<file path="src/rtl/seg7_hex_writer_if.sv">
// ============================================================================
// seg7_hex_writer_if
// Request handshake plus Avalon-MM write bus of the seven-segment hex writer.
// Revision: 1.0
// ============================================================================
`default_nettype none

interface seg7_hex_writer_if #(
    parameter int SEG7_NUM   = 8,
    parameter int ADDR_WIDTH = 3
);
    logic                    in_valid;
    logic                    in_ready;
    logic [SEG7_NUM*4-1:0]   in_value;
    logic [SEG7_NUM-1:0]     in_dp;
    logic [ADDR_WIDTH-1:0]   m_address;
    logic                    m_write;
    logic [7:0]              m_writedata;
    logic                    m_waitrequest;
    logic                    busy;
    logic                    done;

    // The writer block itself
    modport slave (
        input  in_valid, in_value, in_dp, m_waitrequest,
        output in_ready, m_address, m_write, m_writedata, busy, done
    );

    // Environment: request source and Avalon slave
    modport master (
        output in_valid, in_value, in_dp, m_waitrequest,
        input  in_ready, m_address, m_write, m_writedata, busy, done
    );
endinterface

`default_nettype wire

</file>
<file path="src/rtl/seg7_hex_writer.sv">
// ============================================================================
// seg7_hex_writer
// Captures a packed hex value and writes one segment pattern per digit over
// Avalon-MM. Optional leading-zero blanking: define SEG7_HEXWR_BLANK_EN.
// Revision: 1.0
// ============================================================================
`default_nettype none

module seg7_hex_writer #(
    parameter int SEG7_NUM   = 8,
    parameter int ADDR_WIDTH = 3
) (
    input wire              s_clk,
    input wire              s_reset,
    seg7_hex_writer_if.slave io
);

    typedef enum logic [1:0] {
        IDLE  = 2'd0,
        WRITE = 2'd1,
        DONE  = 2'd2
    } state_t;

    localparam logic [ADDR_WIDTH-1:0] LAST_DIGIT = ADDR_WIDTH'(SEG7_NUM - 1);

    state_t                  state_q, state_d;
    logic [ADDR_WIDTH-1:0]   cnt_q, cnt_d;
    logic [SEG7_NUM*4-1:0]   value_q;
    logic [SEG7_NUM-1:0]     dp_q;
    logic                    accept;
    logic [3:0]              nibble;
    logic [7:0]              wdata;

    function automatic logic [6:0] hex_to_seg(input logic [3:0] n);
        logic [6:0] s;
        case (n)
            4'h0: s = 7'h3F;
            4'h1: s = 7'h06;
            4'h2: s = 7'h5B;
            4'h3: s = 7'h4F;
            4'h4: s = 7'h66;
            4'h5: s = 7'h6D;
            4'h6: s = 7'h7D;
            4'h7: s = 7'h07;
            4'h8: s = 7'h7F;
            4'h9: s = 7'h6F;
            4'hA: s = 7'h77;
            4'hB: s = 7'h7C;
            4'hC: s = 7'h39;
            4'hD: s = 7'h5E;
            4'hE: s = 7'h79;
            default: s = 7'h71;
        endcase
        return s;
    endfunction

    assign accept = io.in_valid && (state_q == IDLE);

`ifdef SEG7_HEXWR_BLANK_EN
    logic [SEG7_NUM-1:0] blank_q, blank_d;

    // Walk down from the top digit; the run of blanks ends at the first
    // nonzero nibble or set dot. Digit 0 is always shown.
    always_comb begin : blank_mask
        logic run;
        run     = 1'b1;
        blank_d = '0;
        for (int i = SEG7_NUM - 1; i >= 1; i--) begin
            run        = run && (io.in_value[4*i +: 4] == 4'h0) && !io.in_dp[i];
            blank_d[i] = run;
        end
    end

    always_ff @(posedge s_clk or posedge s_reset) begin
        if (s_reset) begin
            blank_q <= '0;
        end else if (accept) begin
            blank_q <= blank_d;
        end
    end
`endif

    always_ff @(posedge s_clk or posedge s_reset) begin
        if (s_reset) begin
            state_q <= IDLE;
            cnt_q   <= '0;
            value_q <= '0;
            dp_q    <= '0;
        end else begin
            state_q <= state_d;
            cnt_q   <= cnt_d;
            if (accept) begin
                value_q <= io.in_value;
                dp_q    <= io.in_dp;
            end
        end
    end

    // Exit is tested before the increment so the counter never wraps.
    always_comb begin
        state_d = state_q;
        cnt_d   = cnt_q;
        case (state_q)
            IDLE: begin
                if (accept) begin
                    state_d = WRITE;
                    cnt_d   = '0;
                end
            end
            WRITE: begin
                if (!io.m_waitrequest) begin
                    if (cnt_q == LAST_DIGIT) begin
                        state_d = DONE;
                    end else begin
                        cnt_d = cnt_q + 1'b1;
                    end
                end
            end
            DONE:    state_d = IDLE;
            default: state_d = IDLE;
        endcase
    end

    assign nibble = value_q[{cnt_q, 2'b00} +: 4];

    // Write data is decoded from registers only, so it is stable all cycle.
    always_comb begin
        wdata = 8'h00;
        if (state_q == WRITE) begin
            wdata = {dp_q[cnt_q], hex_to_seg(nibble)};
`ifdef SEG7_HEXWR_BLANK_EN
            if (blank_q[cnt_q]) begin
                wdata = 8'h00;
            end
`endif
        end
    end

    assign io.in_ready    = (state_q == IDLE);
    assign io.busy        = (state_q != IDLE);
    assign io.m_write     = (state_q == WRITE);
    assign io.done        = (state_q == DONE);
    assign io.m_address   = cnt_q;
    assign io.m_writedata = wdata;

endmodule

`default_nettype wire
</file>
<file path="src/flat_wrapper.sv">
// flat-port wrapper written by rule: the top's interface ports become plain ports
module seg7_hex_writer_flat 
#(
    parameter int SEG7_NUM   = 8,
    parameter int ADDR_WIDTH = 3
)
  (s_clk, s_reset, io_in_valid, io_in_value, io_in_dp, io_m_waitrequest, io_in_ready, io_m_address, io_m_write, io_m_writedata, io_busy, io_done);
  seg7_hex_writer_if #(.SEG7_NUM(SEG7_NUM), .ADDR_WIDTH(ADDR_WIDTH)) io_i ();
  input wire s_clk;
  input wire s_reset;
  input wire logic [$bits(io_i.in_valid)-1:0] io_in_valid;
  input wire logic [$bits(io_i.in_value)-1:0] io_in_value;
  input wire logic [$bits(io_i.in_dp)-1:0] io_in_dp;
  input wire logic [$bits(io_i.m_waitrequest)-1:0] io_m_waitrequest;
  output wire logic [$bits(io_i.in_ready)-1:0] io_in_ready;
  output wire logic [$bits(io_i.m_address)-1:0] io_m_address;
  output wire logic [$bits(io_i.m_write)-1:0] io_m_write;
  output wire logic [$bits(io_i.m_writedata)-1:0] io_m_writedata;
  output wire logic [$bits(io_i.busy)-1:0] io_busy;
  output wire logic [$bits(io_i.done)-1:0] io_done;
  assign io_i.in_valid = io_in_valid;
  assign io_i.in_value = io_in_value;
  assign io_i.in_dp = io_in_dp;
  assign io_i.m_waitrequest = io_m_waitrequest;
  assign io_in_ready = io_i.in_ready;
  assign io_m_address = io_i.m_address;
  assign io_m_write = io_i.m_write;
  assign io_m_writedata = io_i.m_writedata;
  assign io_busy = io_i.busy;
  assign io_done = io_i.done;
  seg7_hex_writer #(.SEG7_NUM(SEG7_NUM), .ADDR_WIDTH(ADDR_WIDTH)) u_core (.s_clk(s_clk), .s_reset(s_reset), .io(io_i));
endmodule
</file>
<file path="config.mk">
export PLATFORM = sky130hd
export DESIGN_NAME = seg7_hex_writer_flat
export DESIGN_NICKNAME = d
export VERILOG_FILES = /design/src/rtl/seg7_hex_writer_if.sv /design/src/rtl/seg7_hex_writer.sv /design/src/flat_wrapper.sv
export SDC_FILE = /design/constraint.sdc
export NUM_CORES = 1
export LEC_CHECK = 0
export CAP_MARGIN = 20
export CORE_MARGIN = 4
export CORE_UTILIZATION = 33
export CTS_CLUSTER_DIAMETER = 50
export DETAILED_ROUTE_END_ITERATION = 10
export GPL_TIMING_DRIVEN = 0
export PLACE_DENSITY = 0.65
export SKIP_LAST_GASP = 1
export SYNTH_ARGS = -nofsm -noshare
export SYNTH_HDL_FRONTEND = slang
export SYNTH_SLANG_ARGS = --single-unit
</file>
<file path="constraint.sdc">
create_clock -name s_clk -period 3.88 [get_ports s_clk]
set_clock_uncertainty 0.2 [all_clocks]
set_input_delay 0.97 -clock s_clk [delete_from_list [all_inputs] [get_ports s_clk]]
set_output_delay 0.97 -clock s_clk [all_outputs]
set_load 0.1 [all_outputs]
</file>
==> flow_summary.toml <==
[final_layout]
layout_common_cells = "clkdlybuf4s50_1, mux2_2, dfrtp_1, buf_4"
area_growth_syn_to_layout_pct = 49.5
fin_util = 0.507
fin_area_mm2 = 0.00366
final_nets = 315
layout-drive-gt1-share = 0.460
final_common_cell = "clkdlybuf4s50_1"
antenna_cells = 0

[cts]
cts_tree = "done"
cts_htree_levels = 2
clk_latency_ns = 0.29
root_buffer = "clkbuf_8"
clk_path_buf_depth = 2
clkSinkCount = 45
holdBufCountCts = 0
clkSlewWorstSetupHoldPaths_ns = 0.08
cts_buffers = 5

[worst_hold_path]
min_from = "u_core.dp_q[3]$_DFFE_PP0P_"
hold_path_class = "reg2reg"
holdPathEnd = "u_core.dp_q[3]$_DFFE_PP0P_"
holdPathStages = 1

[timing]
fin_crit_sh = 1.01
setup_ws_ns = -0.0426
tightest_slew_ns = 0.974
fin_crit_ns = 3.92
hold_viol_final = 0
fmax_ghz = 0.255
drv_slew = 0
setup_violations = 4
setup-tns-final_ns = -0.0904
relSlewSlack = 0.349
rsz0062_at_grt = "yes"

[drt]
wl_per_cell_um = 15.6
routed_wl_um = 5630
first_pass_iters = 4
vias_per_cell = 4.79
drc = 0
drt_iter0_drc = 87
ant_nets = 0
vias = 1735

[outcome]
violations = "negative setup slack"
status = "complete, but fails checks"

[synth]
synth_top_area_cell = "dfrtp_1"
synthTopCellsByArea = "dfrtp_1, mux2_2, mux4_1, ha_1, mux2i_1"
yosysSeqAreaShare = 0.460
synth_area_per_cell_um2 = 13.8
syn_area_mm2 = 0.00245
ys_seq_elements = 45
syn_nets = 229
yosys_warnings = 0
syn_inst = 177
synth_top_area_share = 0.460
ys_types = 33

[setup_path]
r2r-start = "u_core.io.m_address[0]$_DFFE_PP0P_"
worstReg2RegEnd = "u_core.io.m_address[2]$_DFFE_PP0P_"
r2r_cells = 6
path_max_fanout = 6
critical_path_class = "reg2out"
crit_top_cell = "buf_12"
end_kind = "output pin"
cp_slowest_cell = "dfrtp_4"
cp_data_required_time_ns = 2.71
reg2reg_setup_slack_ns = 1.74
max_stage_delay_ns = 0.52
crit_arrival_ns = 2.75
path_cells = "buf_12 > mux4_2 > mux2i_4 > inv_2 > ha_4 > or4_4 > o311ai_4 > buf_12"
cp-start-kind = "register"

[placed_design]
postPlaceCellArea_mm2 = 0.00331
pre_cts_slack_ns = -1.00
io_buffer_count = 58
place.gp.congestion = 0.841
dp_hpwl_um = 4000

[floorplanning]
ios = 59
die_y_um = 94.1
start_util = 0.339
design.core.area_mm2 = 0.00721
die_w_um = 94.1
dieArea_mm2 = 0.00886
placementRows = 31

[global_route]
gr-total-overflow = 0
grt_pass1_vias = 1819
grt_max_degree = 38
grt_use_total = 0.133
grt_pass1_wl_um = 9050
antenna_found_initial = 0

[run]
drv_cap = 0
==> cell usage after synthesis <==
cell type,instances
a211oi_1,3
a21boi_1,1
a21oi_1,3
a221oi_1,1
a22o_1,5
a22oi_4,1
a2bb2oi_2,1
a311oi_1,2
a32oi_1,1
and2_1,2
buf_12,1
buf_2,6
buf_6,2
clkbuf_1,2
dfrtp_1,45
ha_1,8
inv_1,8
mux2_2,42
mux2i_1,9
mux2i_4,2
mux4_1,5
mux4_2,3
nand2_1,2
nand2b_1,1
nand3_1,1
nor2_1,8
nor2b_1,4
nor3_1,2
nor3_2,1
o21bai_1,2
o311ai_1,1
or2_2,1
or4_1,1
==> cell families after synthesis <==
group	share of synthesized area
fa+ha+maj	0.0409
compound gates	0.0752
simple gates	0.0491
mux	0.330
buf+inv	0.0450
flops	0.460
==> area by class of cell <==
cell class | count | area (um^2)
buffer | 10 | 80.1
clock buffer | 7 | 86.3
fill | 670 | 3550
inverter | 8 | 30.0
multi-input combinational | 113 | 1380
sequential | 45 | 1130
tap | 99 | 124
timing repair buffer | 80 | 822
==> sequential cells by signal, summed over array words and instances (netlist names) <==
name,flops
u_core.value_q,32
u_core.dp_q,8
u_core.io.m_address,3
u_core.state_q,2
==> per-stage QoR <==
stage	cells	hold WS, ns
2_1_floorplan	177	0.272
3_3_place_gp	334	0.282
3_5_place_dp	335	0.292
4_1_cts	357	0.310
5_1_grt	362	0.326
6_report	362	0.305
==> metal layers <==
layer / track usage / vias to the layer above / wire [um]
met2: 0.224 / 42 / 2870
met1: 0.169 / 871 / 2420
met5: 0 / - / 0
met3: 0.0272 / 6 / 252
li1: - / 816 / -
met4: 0.0421 / 0 / 85
==> critical path: cells and delay by family (launching register included) <==
family	cells	cell delay, ns
compound gates	1	0.09
buf+inv	3	0.46
flops	1	0.52
mux	2	0.67
simple gates	1	0.52
fa+ha+maj	1	0.19
==> timing repair <==
action                                 4_1_cts  5_1_grt
setup endpoints to repair                    8        7
pin swaps                                    2        4
setup buffers                               16        5
gates resized for setup                     65       12
endpoints found under the hold margin        0        0
==> how the worst max path moves through the flow <==
stage / from / endpoint / slack (ns)
floorplan: u_core.io.m_address[0]$_DFFE_PP0P_ / io_m_writedata[6] / -0.33
global placement: u_core.io.m_address[0]$_DFFE_PP0P_ / io_m_writedata[0] / -0.99
detailed placement: u_core.io.m_address[0]$_DFFE_PP0P_ / io_m_writedata[0] / -1.00
CTS: u_core.io.m_address[0]$_DFFE_PP0P_ / io_m_writedata[0] / -0.07
global route: u_core.io.m_address[0]$_DFFE_PP0P_ / io_m_writedata[4] / -0.12
finish: u_core.io.m_address[0]$_DFFE_PP0P_ / io_m_writedata[0] / -0.04
Power is left out: the tool's default activity adds up to more than one toggle a clock period on the data nets, which glitch-free logic cannot reach.
